`config.mk`:
```
export PLATFORM = sky130hd
export DESIGN_NAME = ref_row_fetch
export DESIGN_NICKNAME = d
export VERILOG_FILES = /design/src/rtl/me_pkg.sv /design/src/rtl/ref_addr_gen.sv /design/src/rtl/ref_row_fetch.sv
export SDC_FILE = /design/constraint.sdc
export NUM_CORES = 1
export LEC_CHECK = 0
export BUFFER_PORTS_ARGS = -buffer_cell sky130_fd_sc_hd__buf_2
export CORE_ASPECT_RATIO = 0.7
export CORE_MARGIN = 8
export CORE_UTILIZATION = 53
export CTS_BUF_LIST = sky130_fd_sc_hd__clkbuf_8
export DETAILED_ROUTE_END_ITERATION = 8
export PLACE_DENSITY = 0.8
export SYNTH_ARGS = -nofsm -noshare
export SYNTH_HDL_FRONTEND = slang
export SYNTH_SLANG_ARGS = --single-unit
```
`constraint.sdc`:
```
create_clock -name clk -period 5.2 [get_ports clk]
set_clock_uncertainty 0.2 [all_clocks]
set_input_delay 1.04 -clock clk [delete_from_list [all_inputs] [get_ports clk]]
set_output_delay 1.04 -clock clk [all_outputs]
set_load 0.02 [all_outputs]
```
`src/rtl/me_pkg.sv`:
```
// Motion-estimation shared constants and the reference row fetch state type.
// Used by the row fetcher and the downstream reference window buffer.
package me_pkg;

  localparam int PIX_W    = 8;
  localparam int ROW_PIX  = 23;
  localparam int WIN_ROWS = 8;
  localparam int WORD_PIX = 8;
  localparam int ROW_W    = ROW_PIX * PIX_W;
  localparam int WORD_W   = WORD_PIX * PIX_W;

  typedef enum logic [2:0] {
    S_IDLE,
    S_READ,
    S_WAIT,
    S_HOLD,
    S_DONE
  } fetch_state_t;

endpackage

```
`src/rtl/ref_addr_gen.sv`:
```
// Frame-memory word address for window row r, word k.
// Define REF_FETCH_BOUND_CHK_EN to clamp rows to the bottom frame edge.
module ref_addr_gen
  import me_pkg::*;
#(
  parameter int FRAME_W_WORDS = 40,
  parameter int FRAME_H       = 240,
  parameter int ADDR_W        = 16
) (
  input  logic [7:0]        x0_word,
  input  logic [7:0]        y0,
  input  logic [2:0]        r,
  input  logic [1:0]        k,
  output logic [ADDR_W-1:0] mem_addr
);

  logic [ADDR_W-1:0] y;

  always_comb begin
    y = ADDR_W'(y0) + ADDR_W'(r);
`ifdef REF_FETCH_BOUND_CHK_EN
    // rows below the frame replicate the last frame row
    if (y > ADDR_W'(FRAME_H - 1))
      y = ADDR_W'(FRAME_H - 1);
`endif
  end

  assign mem_addr = ADDR_W'(y * ADDR_W'(FRAME_W_WORDS))
                  + ADDR_W'(x0_word)
                  + ADDR_W'(k);

endmodule

```
`src/rtl/ref_row_fetch.sv`:
```
// Fetches a 23x8 reference window row by row from frame memory.
// Optional bottom-edge clamp via REF_FETCH_BOUND_CHK_EN (in ref_addr_gen).
module ref_row_fetch
  import me_pkg::*;
#(
  parameter int FRAME_W_WORDS = 40,
  parameter int FRAME_H       = 240,
  parameter int ADDR_W        = 16
) (
  input  logic              clk,
  input  logic              rst_n,
  input  logic              start,
  input  logic [7:0]        x0_word,
  input  logic [7:0]        y0,
  output logic              mem_rd_en,
  output logic [ADDR_W-1:0] mem_addr,
  input  logic [63:0]       mem_rd_data,
  output logic [ROW_W-1:0]  ref_data,
  output logic              ref_valid,
  input  logic              ref_ready,
  output logic              busy,
  output logic              done
);

  fetch_state_t state, state_d;
  logic [2:0] r, r_d;
  logic [1:0] k, k_d;
  logic       latch;
  logic [7:0] x0_q, y0_q;
  logic       rd_q;
  logic [1:0] k_q;
  logic [ADDR_W-1:0] addr;

  ref_addr_gen #(
    .FRAME_W_WORDS (FRAME_W_WORDS),
    .FRAME_H       (FRAME_H),
    .ADDR_W        (ADDR_W)
  ) u_addr_gen (
    .x0_word  (x0_q),
    .y0       (y0_q),
    .r        (r),
    .k        (k),
    .mem_addr (addr)
  );

  always_comb begin
    state_d = state;
    r_d     = r;
    k_d     = k;
    latch   = 1'b0;
    unique case (state)
      S_IDLE: begin
        if (start) begin
          latch   = 1'b1;
          r_d     = 3'd0;
          k_d     = 2'd0;
          state_d = S_READ;
        end
      end
      S_READ: begin
        if (k == 2'd2) begin
          k_d     = 2'd0;
          state_d = S_WAIT;
        end else begin
          k_d = k + 2'd1;
        end
      end
      S_WAIT: state_d = S_HOLD;
      S_HOLD: begin
        if (ref_ready) begin
          if (r == 3'(WIN_ROWS - 1)) begin
            state_d = S_DONE;
          end else begin
            r_d     = r + 3'd1;
            state_d = S_READ;
          end
        end
      end
      S_DONE: state_d = S_IDLE;
      default: state_d = S_IDLE;
    endcase
  end

  assign mem_rd_en = (state == S_READ);
  assign mem_addr  = mem_rd_en ? addr : '0;
  assign ref_valid = (state == S_HOLD);
  assign done      = (state == S_DONE);
  assign busy      = (state == S_READ) || (state == S_WAIT)
                  || (state == S_HOLD);

  always_ff @(posedge clk) begin
    if (!rst_n) begin
      state    <= S_IDLE;
      r        <= 3'd0;
      k        <= 2'd0;
      x0_q     <= 8'd0;
      y0_q     <= 8'd0;
      rd_q     <= 1'b0;
      k_q      <= 2'd0;
      ref_data <= '0;
    end else begin
      state <= state_d;
      r     <= r_d;
      k     <= k_d;
      rd_q  <= mem_rd_en;
      k_q   <= k;
      if (latch) begin
        x0_q <= x0_word;
        y0_q <= y0;
      end
      // read data returns one cycle after issue; k_q tracks its slot
      if (rd_q) begin
        case (k_q)
          2'd0: ref_data[0 +: WORD_W] <= mem_rd_data;
          2'd1: ref_data[WORD_W +: WORD_W] <= mem_rd_data;
          2'd2: ref_data[2*WORD_W +: ROW_W-2*WORD_W]
                  <= mem_rd_data[ROW_W-2*WORD_W-1:0];
          default: ;
        endcase
      end
    end
  end

endmodule

```
==> key figures, run 1 <==
Clocking
  – CTS Sinks: roughly 210
  – CTS Hold Bufs: 0
  – Reg clk slew, reported paths: ~60 ps
  – Cts bufs inserted: 31
  – Maximum clock insertion buffer count: 3
  – CTS root buffer: clkbuf_8
  – TritonCTS clock tree: done
  – Worst-skew pair later-pin latency: 540 ps
  – Htree depth: 1

Synthesis
  – Syn Nets: ~1200
  – Most frequent cell after synthesis: nand2_1
  – Simple-gate share of the synthesized area: between 20 and 25%
  – Syn Area/Cell: 8.32 µm²
  – Xor-xnor portion of the synthesized cell area: 2.26%
  – Mux contribution to synthesized area: 0.225%
  – Warnings, synthesis: 0
  – Synth area leader: dfxtp_1
  – Syn Inst Count: 1069
  – Post-synth top area share: 47.5%
  – Synth cell types: 49
  – Post-synth EDFFs: 0
  – Synth Area in Compound Gates: 20.3%
  – Main flop type after synthesis: dfxtp_1
  – Largest family of logic cells by synthesized area: simple AND/OR/NAND/NOR gates
  – Ys async rst share: 0%
  – Post-Synth Adder-Cell Area: between 4 and 5%
  – Cell Area, Synth: 0.00890 mm²
  – Post-synthesis register bit count: about 210
  – Post-synth top cells: 410 x nand2_1, 211 x dfxtp_1, 202 x a21boi_0
  – Synth area leaders: dfxtp_1 47%, nand2_1 17%, a21boi_0 17%, ha_1 3.4%, clkbuf_1 2.7%
  – Seq/Total Area, Yosys: 47.5%

Timing
  – Hold Worst Slack: 260 ps
  – Post-route setup slack: -68.5 ps
  – F_max: 190 MHz
  – Setup-failing EPs final: 4
  – Tmin final: approximately 5300 ps
  – Relative slew slack: 32.2%
  – Final hold vios: 0
  – Final Max Tran Viols: 0
  – Worst-Margin Slew: between 1000 and 1500 ps
  – RSZ-0062 raised after global routing: yes
  – Final critical-path share of the clock period: 101%

Worst setup path
  – CP Depth: 15
  – Worst r2r src: k_q[1]
  – CP Data Arrival Time: 4030 ps
  – Cells along the critical path: buf_4 > fa_2 > a21oi_2 > nor2b_1 > xor2_1 > ha_1 > buf_4 > ha_4 > a21oi_1 > and4b_2 > o221ai_4 > nor3b_2 > xor2_1 > nor2_1 > buf_4
  – Worst path required time: between 3000 and 4000 ps
  – CP Buf/Inv Count: 3
  – Crit end category: output pin
  – CP Class: reg -> out
  – Critical Path Slowest Stage Cell: fa_2
  – Worst-case reg-to-reg path depth: 4
  – R2R Path End: ref_data[75]
  – Reg2Reg Setup Slack: ~2800 ps
  – CP most frequent cell: buf_4
  – CP Max Fanout: 4
  – Slowest stage delay, CP: about 400 ps
  – Top delay family on crit path: adder cells
  – CP Launch Type: flip-flop
  – Worst Setup SP: r[1]
  – Worst setup path end: mem_addr[12]

Place
  – Placer Congestion: 0.857
  – Final HPWL DP: 19.4 mm
  – Buffers on Ports: roughly 290
  – Worst slack at placement: 172 ps
  – Post-Place Cells: 1520

Layout
  – # diodes: 0
  – Nets: between 1000 and 1500
  – Area added between synthesis and finish: 28.4%
  – Share of cells above drive strength 1: 29.2%
  – Post-route core utilization: 69.7%
  – Finished Layout Cells: 1591

Detailed routing
  – DRC Markers: 0
  – Routed WL: between 20 and 30 mm
  – Via count: 8292
  – Vias per cell: 5.21
  – Pre-antenna DRT Iters: 7
  – Routed length per instance: 17.4 µm
  – Antenna Nets Post-Route: 0
  – Initial detailed-routing violation count: 627

Run
  – Max Cap Violations: 0

Global routing
  – Wire length of the first global-routing pass: 43.2 mm
  – Global route overflow: 0
  – Initial antenna violation count: 0
  – Global-route usage over all layers: 24.8%
  – Vias in the first global route: 7923
  – Largest net degree at the start of global routing: 109

Die
  – Die Height: 124 µm
  – Die W: between 150 and 200 µm
  – Core Rows: 39
  – Die area: ~0.021 mm²
  – Starting Density: 54.3%
  – Total core area: around 0.016 mm²
  – I/O Pins: 288

Pwr
  – Pwr dens: just under 300 mW/mm²
  – Comb power frac: 10.8%
  – Switching Fraction: 25.8%
  – Leakage: 0.00498 µW
  – Sequential power share: 49.9%
  – Max VDD drop: 0.246 mV
  – Internal Dissipation: 2500 µW
  – Psw: 868 µW
  – Clock power frac: 39.3%
  – Total power: 3370 µW

Outcome
  – Failing checks: setup timing
  – Status: complete, but fails checks

Worst hold path
  – Hold Crit Class: reg -> reg
[metal layers]
metal / global-route usage, % / up-vias / routed length (µm) / part of all wire (%)
li1: - / 4047 / - / -
met1: 32.3 / 3859 / 11900 / 43
met3: 8.49 / 45 / 2970 / 11
met4: 6.32 / 0 / 623 / 2.2
met2: 38.6 / 341 / 12200 / 44
met5: 0 / - / 0 / 0
[metrics by stage]
stage | area [µm²] | setup TNS (ps)
finish | 11400 | -175
global route | 11400 | -1040
CTS | 11300 | -17.0
detailed placement | 10400 | 0
global placement | 10400 | 0
floorplan | 8900 | 0
[worst register-to-register path, cell delays in order (launching register included)]
cell and delay, ps:
dfxtp_1 400, nand3b_1 690, buf_4 600, nand2_1 170, a21boi_0 220
[placed cells by master, fill, tap and decap left out, drive strengths merged, types with 5 or more instances in the layout]
cell and count:
a21boi 202, a21oi 9, and2 11, buf 312, clkbuf 38, dfxtp 211
ha 24, inv 16, nand2 410, nand2b 6, nand3 7, nor2 25
nor3 6, nor3b 5, o21ai 11, xnor2 11, xor2 12
[worst min path at each step]
stage                     depth (start not counted)       endpoint  slack, ps     startpoint
after detailed placement                          2  ref_data[110]        250  ref_data[110]
final                                             2  ref_data[120]        260  ref_data[120]
after CTS                                         2  ref_data[110]        260  ref_data[110]
after global routing                              2  ref_data[119]        280  ref_data[119]
after floorplan                                   2        x0_q[0]        250        x0_q[0]
after global placement                            2  ref_data[122]        250  ref_data[122]
[power by group through the flow]
stage               clock network [µW]  registers (µW)  logic [µW]
floorplan                            0            1750         170
global placement                     0            1720         325
detailed placement                   0            1720         331
CTS                               1350            1680         350
global route                      1440            1690         397
finish                            1320            1680         366
[state kept, by name, summed over array words and instances (netlist names)]
register	flops
k_q	2
ref_data	184
state	3
rd_q	1
x0_q	8
r	3
k	2
y0_q	8
[cells by family (layout without fill, tap and decap cells)]
kind of cell,after synthesis,count (layout)
xor gates and xnor gates,23,23
and+or+nand+nor,488,488
DFF,211,211
other,1,1
AOI/OAI and AO/OA,243,243
buffers and inverters,74,371
adders and majority gates,27,27
muxes,2,2
[layout make-up]
cell class	count	area, µm²
Clock buffer	38	523
Fill cell	1358	4970
Multi-Input combinational cell	784	4630
Sequential cell	211	4230
Clock inverter	19	105
Inverter	2	7.51
Tap cell	225	282
Timing Repair Buffer	312	1650
[repair_timing]
item                                   4_1_cts  5_1_grt
resized for setup                           31       22
pin swaps                                   15       24
buffers inserted                            10        5
setup endpoints to repair                    7        8
endpoints found under the hold margin        0        0
(Power assumes the default switching activity.)
==> run 2, diff against run 1 <==
--- a/config.mk
+++ b/config.mk
@@ -6,12 +6,12 @@
 export NUM_CORES = 1
 export LEC_CHECK = 0
 export BUFFER_PORTS_ARGS = -buffer_cell sky130_fd_sc_hd__buf_2
-export CORE_ASPECT_RATIO = 0.7
-export CORE_MARGIN = 8
-export CORE_UTILIZATION = 53
+export CORE_ASPECT_RATIO = 1.1
+export CORE_MARGIN = 4
+export CORE_UTILIZATION = 48
 export CTS_BUF_LIST = sky130_fd_sc_hd__clkbuf_8
 export DETAILED_ROUTE_END_ITERATION = 8
-export PLACE_DENSITY = 0.8
+export PLACE_DENSITY = 0.76
 export SYNTH_ARGS = -nofsm -noshare
 export SYNTH_HDL_FRONTEND = slang
 export SYNTH_SLANG_ARGS = --single-unit
==> constraint.sdc (replaced) <==
create_clock -name clk -period 4.75 [get_ports clk]
set_clock_uncertainty 0.2 [all_clocks]
set_input_delay 0.95 -clock clk [delete_from_list [all_inputs] [get_ports clk]]
set_output_delay 0.95 -clock clk [all_outputs]
set_load 0.02 [all_outputs]
==> run 2 against run 1 <==
The flow still finishes with violations (setup timing). Final cell count up 1.1%. First-iteration DRC count down 50%. Worst setup slack worse by 230 ps. Worst hold slack worse by 3.0 ps.
==> key figures, run 2 (synthesis results as in run 1) <==
Outcome
  – Status: complete, but fails checks
  – Failing checks: setup timing

Layout
  – Max reg flops: 184
  – Commonest non-fill, non-tap cell in the layout: nand2_1
  – Most frequent cells in the layout: 410 x nand2_1, 278 x buf_2, 208 x dfxtp_1, 202 x a21boi_0, 44 x clkbuf_8
  – Biggest regs: ref_data x184, x0_q x8, y0_q x8
  – Post-route core utilization: between 60 and 70%
  – Fill cell count: 1545
  – Nets: 1457
  – Sequential Area: 0.00423 mm²
  – Share of cells above drive strength 1: between 20 and 30%
  – Biggest register: ref_data
  – Area of the multi-input gates: roughly 0.0047 mm²
  – Area added between synthesis and finish: 29.6%

Die
  – Die Height: 151 µm
  – Die area: about 0.021 mm²
  – Die W: 138 µm
  – Total core area: 0.0179 mm²
  – Core Rows: 51
  – I/O Pins: 288
  – Starting Density: about half

Worst setup path
  – Worst path required time: 3600 ps
  – Worst-case reg-to-reg path depth: 4
  – CP Max Fanout: 4
  – Critical Path Slowest Stage Cell: fa_2
  – CP Class: reg -> out
  – Worst r2r src: rd_q
  – CP Launch Type: flip-flop
  – Crit end category: output pin
  – Top delay family on crit path: adder cells
  – CP Data Arrival Time: 3900 ps
  – R2R Path End: ref_data[23]
  – Cells along the critical path: ha_4 > fa_2 > a21oi_2 > nor2b_1 > xor2_1 > ha_1 > fa_2 > ha_4 > a21o_1 > a31o_4 > nor3b_4 > xor2_1 > nor2_1 > buf_4
  – Slowest stage delay, CP: approximately 570 ps
  – CP Depth: 14
  – Reg2Reg Setup Slack: 2590 ps
  – CP Buf/Inv Count: 1

Worst hold path
  – Hold Crit Class: reg -> reg
  – Min-delay src: ref_data[49]
  – Hold Crit Depth: 2
  – Min-Delay Endpoint: ref_data[49]

Timing
  – Final hold vios: 0
  – Setup-failing EPs final: 7
  – Post-route setup slack: -300 ps
  – Worst-Margin Slew: 761 ps
  – Relative slew slack: 49.3%
  – Tmin final: 5050 ps
  – F_max: approximately 200 MHz
  – Final critical-path share of the clock period: 106%
  – TNS Setup: -1420 ps
  – RSZ-0062 raised after global routing: yes
  – Final Max Tran Viols: 0

Pwr
  – Max VDD drop: 0.191 mV
  – Pwr dens: approximately 330 mW/mm²
  – Leakage: 0.00504 µW
  – Total power: 3770 µW

Clocking
  – Worst-skew pair later-pin latency: 490 ps
  – Maximum clock insertion buffer count: 3
  – Reg clk slew, reported paths: 60 ps
  – Htree depth: 2
  – CTS root buffer: clkbuf_8
  – CTS Sinks: ~210
  – Cts bufs inserted: 35
  – TritonCTS clock tree: done

Place
  – Worst slack at placement: -22.4 ps
  – Buffers on Ports: ~290
  – Final HPWL DP: 17.7 mm
  – Placer Congestion: 0.864

Detailed routing
  – Routed WL: ~26 mm
  – DRC Markers: 0
  – Via count: 8173
  – Routed length per instance: 16.3 µm
  – Pre-antenna DRT Iters: 4
  – Vias per cell: 5.08
  – Initial detailed-routing violation count: roughly 320
  – Antenna Nets Post-Route: 0

Global routing
  – Met3 usage: 5.28%
  – Vias in the first global route: around 7900
  – Global route overflow: 0
  – Initial antenna violation count: 3
  – Largest net degree at the start of global routing: 90
  – Global-route usage over all layers: 24.0%
  – Layer with the highest usage: met2
  – Grt met1 use: 27.4%
  – Met2 usage: approximately 43%
  – Wire length of the first global-routing pass: ~40 mm

Run
  – Max Cap Violations: 0
## run 2: cell types whose count changed in the layout (fill, tap and decap cells not counted), moves of 3 or more
cell      delta
ha_1         -3
diode_2      +3
inv_1        -3
clkbuf_8     +6
xor2_2       +3
## run 2: layout make-up
cell class	count	share of cell area (%)
Clock buffer	44	5.25
Clock inverter	14	0.532
Antenna cell	3	0.0651
Sequential cell	211	36.7
Tap cell	238	2.58
Multi-Input combinational cell	784	40.4
Timing Repair Buffer	312	14.4
Inverter	2	0.0651
## run 2: what timing repair did
item	4_1_cts	5_1_grt
pin swaps	23	16
buffers inserted	11	2
hold buffers	0	0
endpoints found under the setup margin	7	8
resized for setup	37	20
## run 2: where the power goes
part           internal [µW]  switching [µW]  total, µW
Sequential              1810            28.9       1840
Combinational            162             244        406
Clock                    828             696       1520
## run 2: worst max-delay path by stage
stage                     startpoint           end  slack, ps
after floorplan                 r[0]  mem_addr[13]        110
after global placement          r[0]  mem_addr[10]         40
after detailed placement        r[0]  mem_addr[10]        -20
after CTS                       r[0]  mem_addr[10]       -270
after global routing            r[0]  mem_addr[10]       -460
final                           r[0]  mem_addr[10]       -300
## run 2: tightest hold or removal path, cell delays in order, from the launching register on
cell      delay (ps)
dfxtp_1          300
nand2_1           40
a21boi_0          60
## run 2: per-stage QoR
step	cell area [µm²]	cells	hold WS, ps
after global placement	10500	1535	247
after global routing	11500	1608	276
after CTS	11400	1603	261
after detailed placement	10500	1535	253
after floorplan	8900	1069	247
final	11500	1608	257
## run 2: per-layer routing
layer	vias up	part of all wire [%]	wire length (µm)
met5	-	0	0
met4	0	4.5	1170
met3	76	7.4	1940
met2	281	50	13000
met1	3770	39	10100
li1	4046	-	-
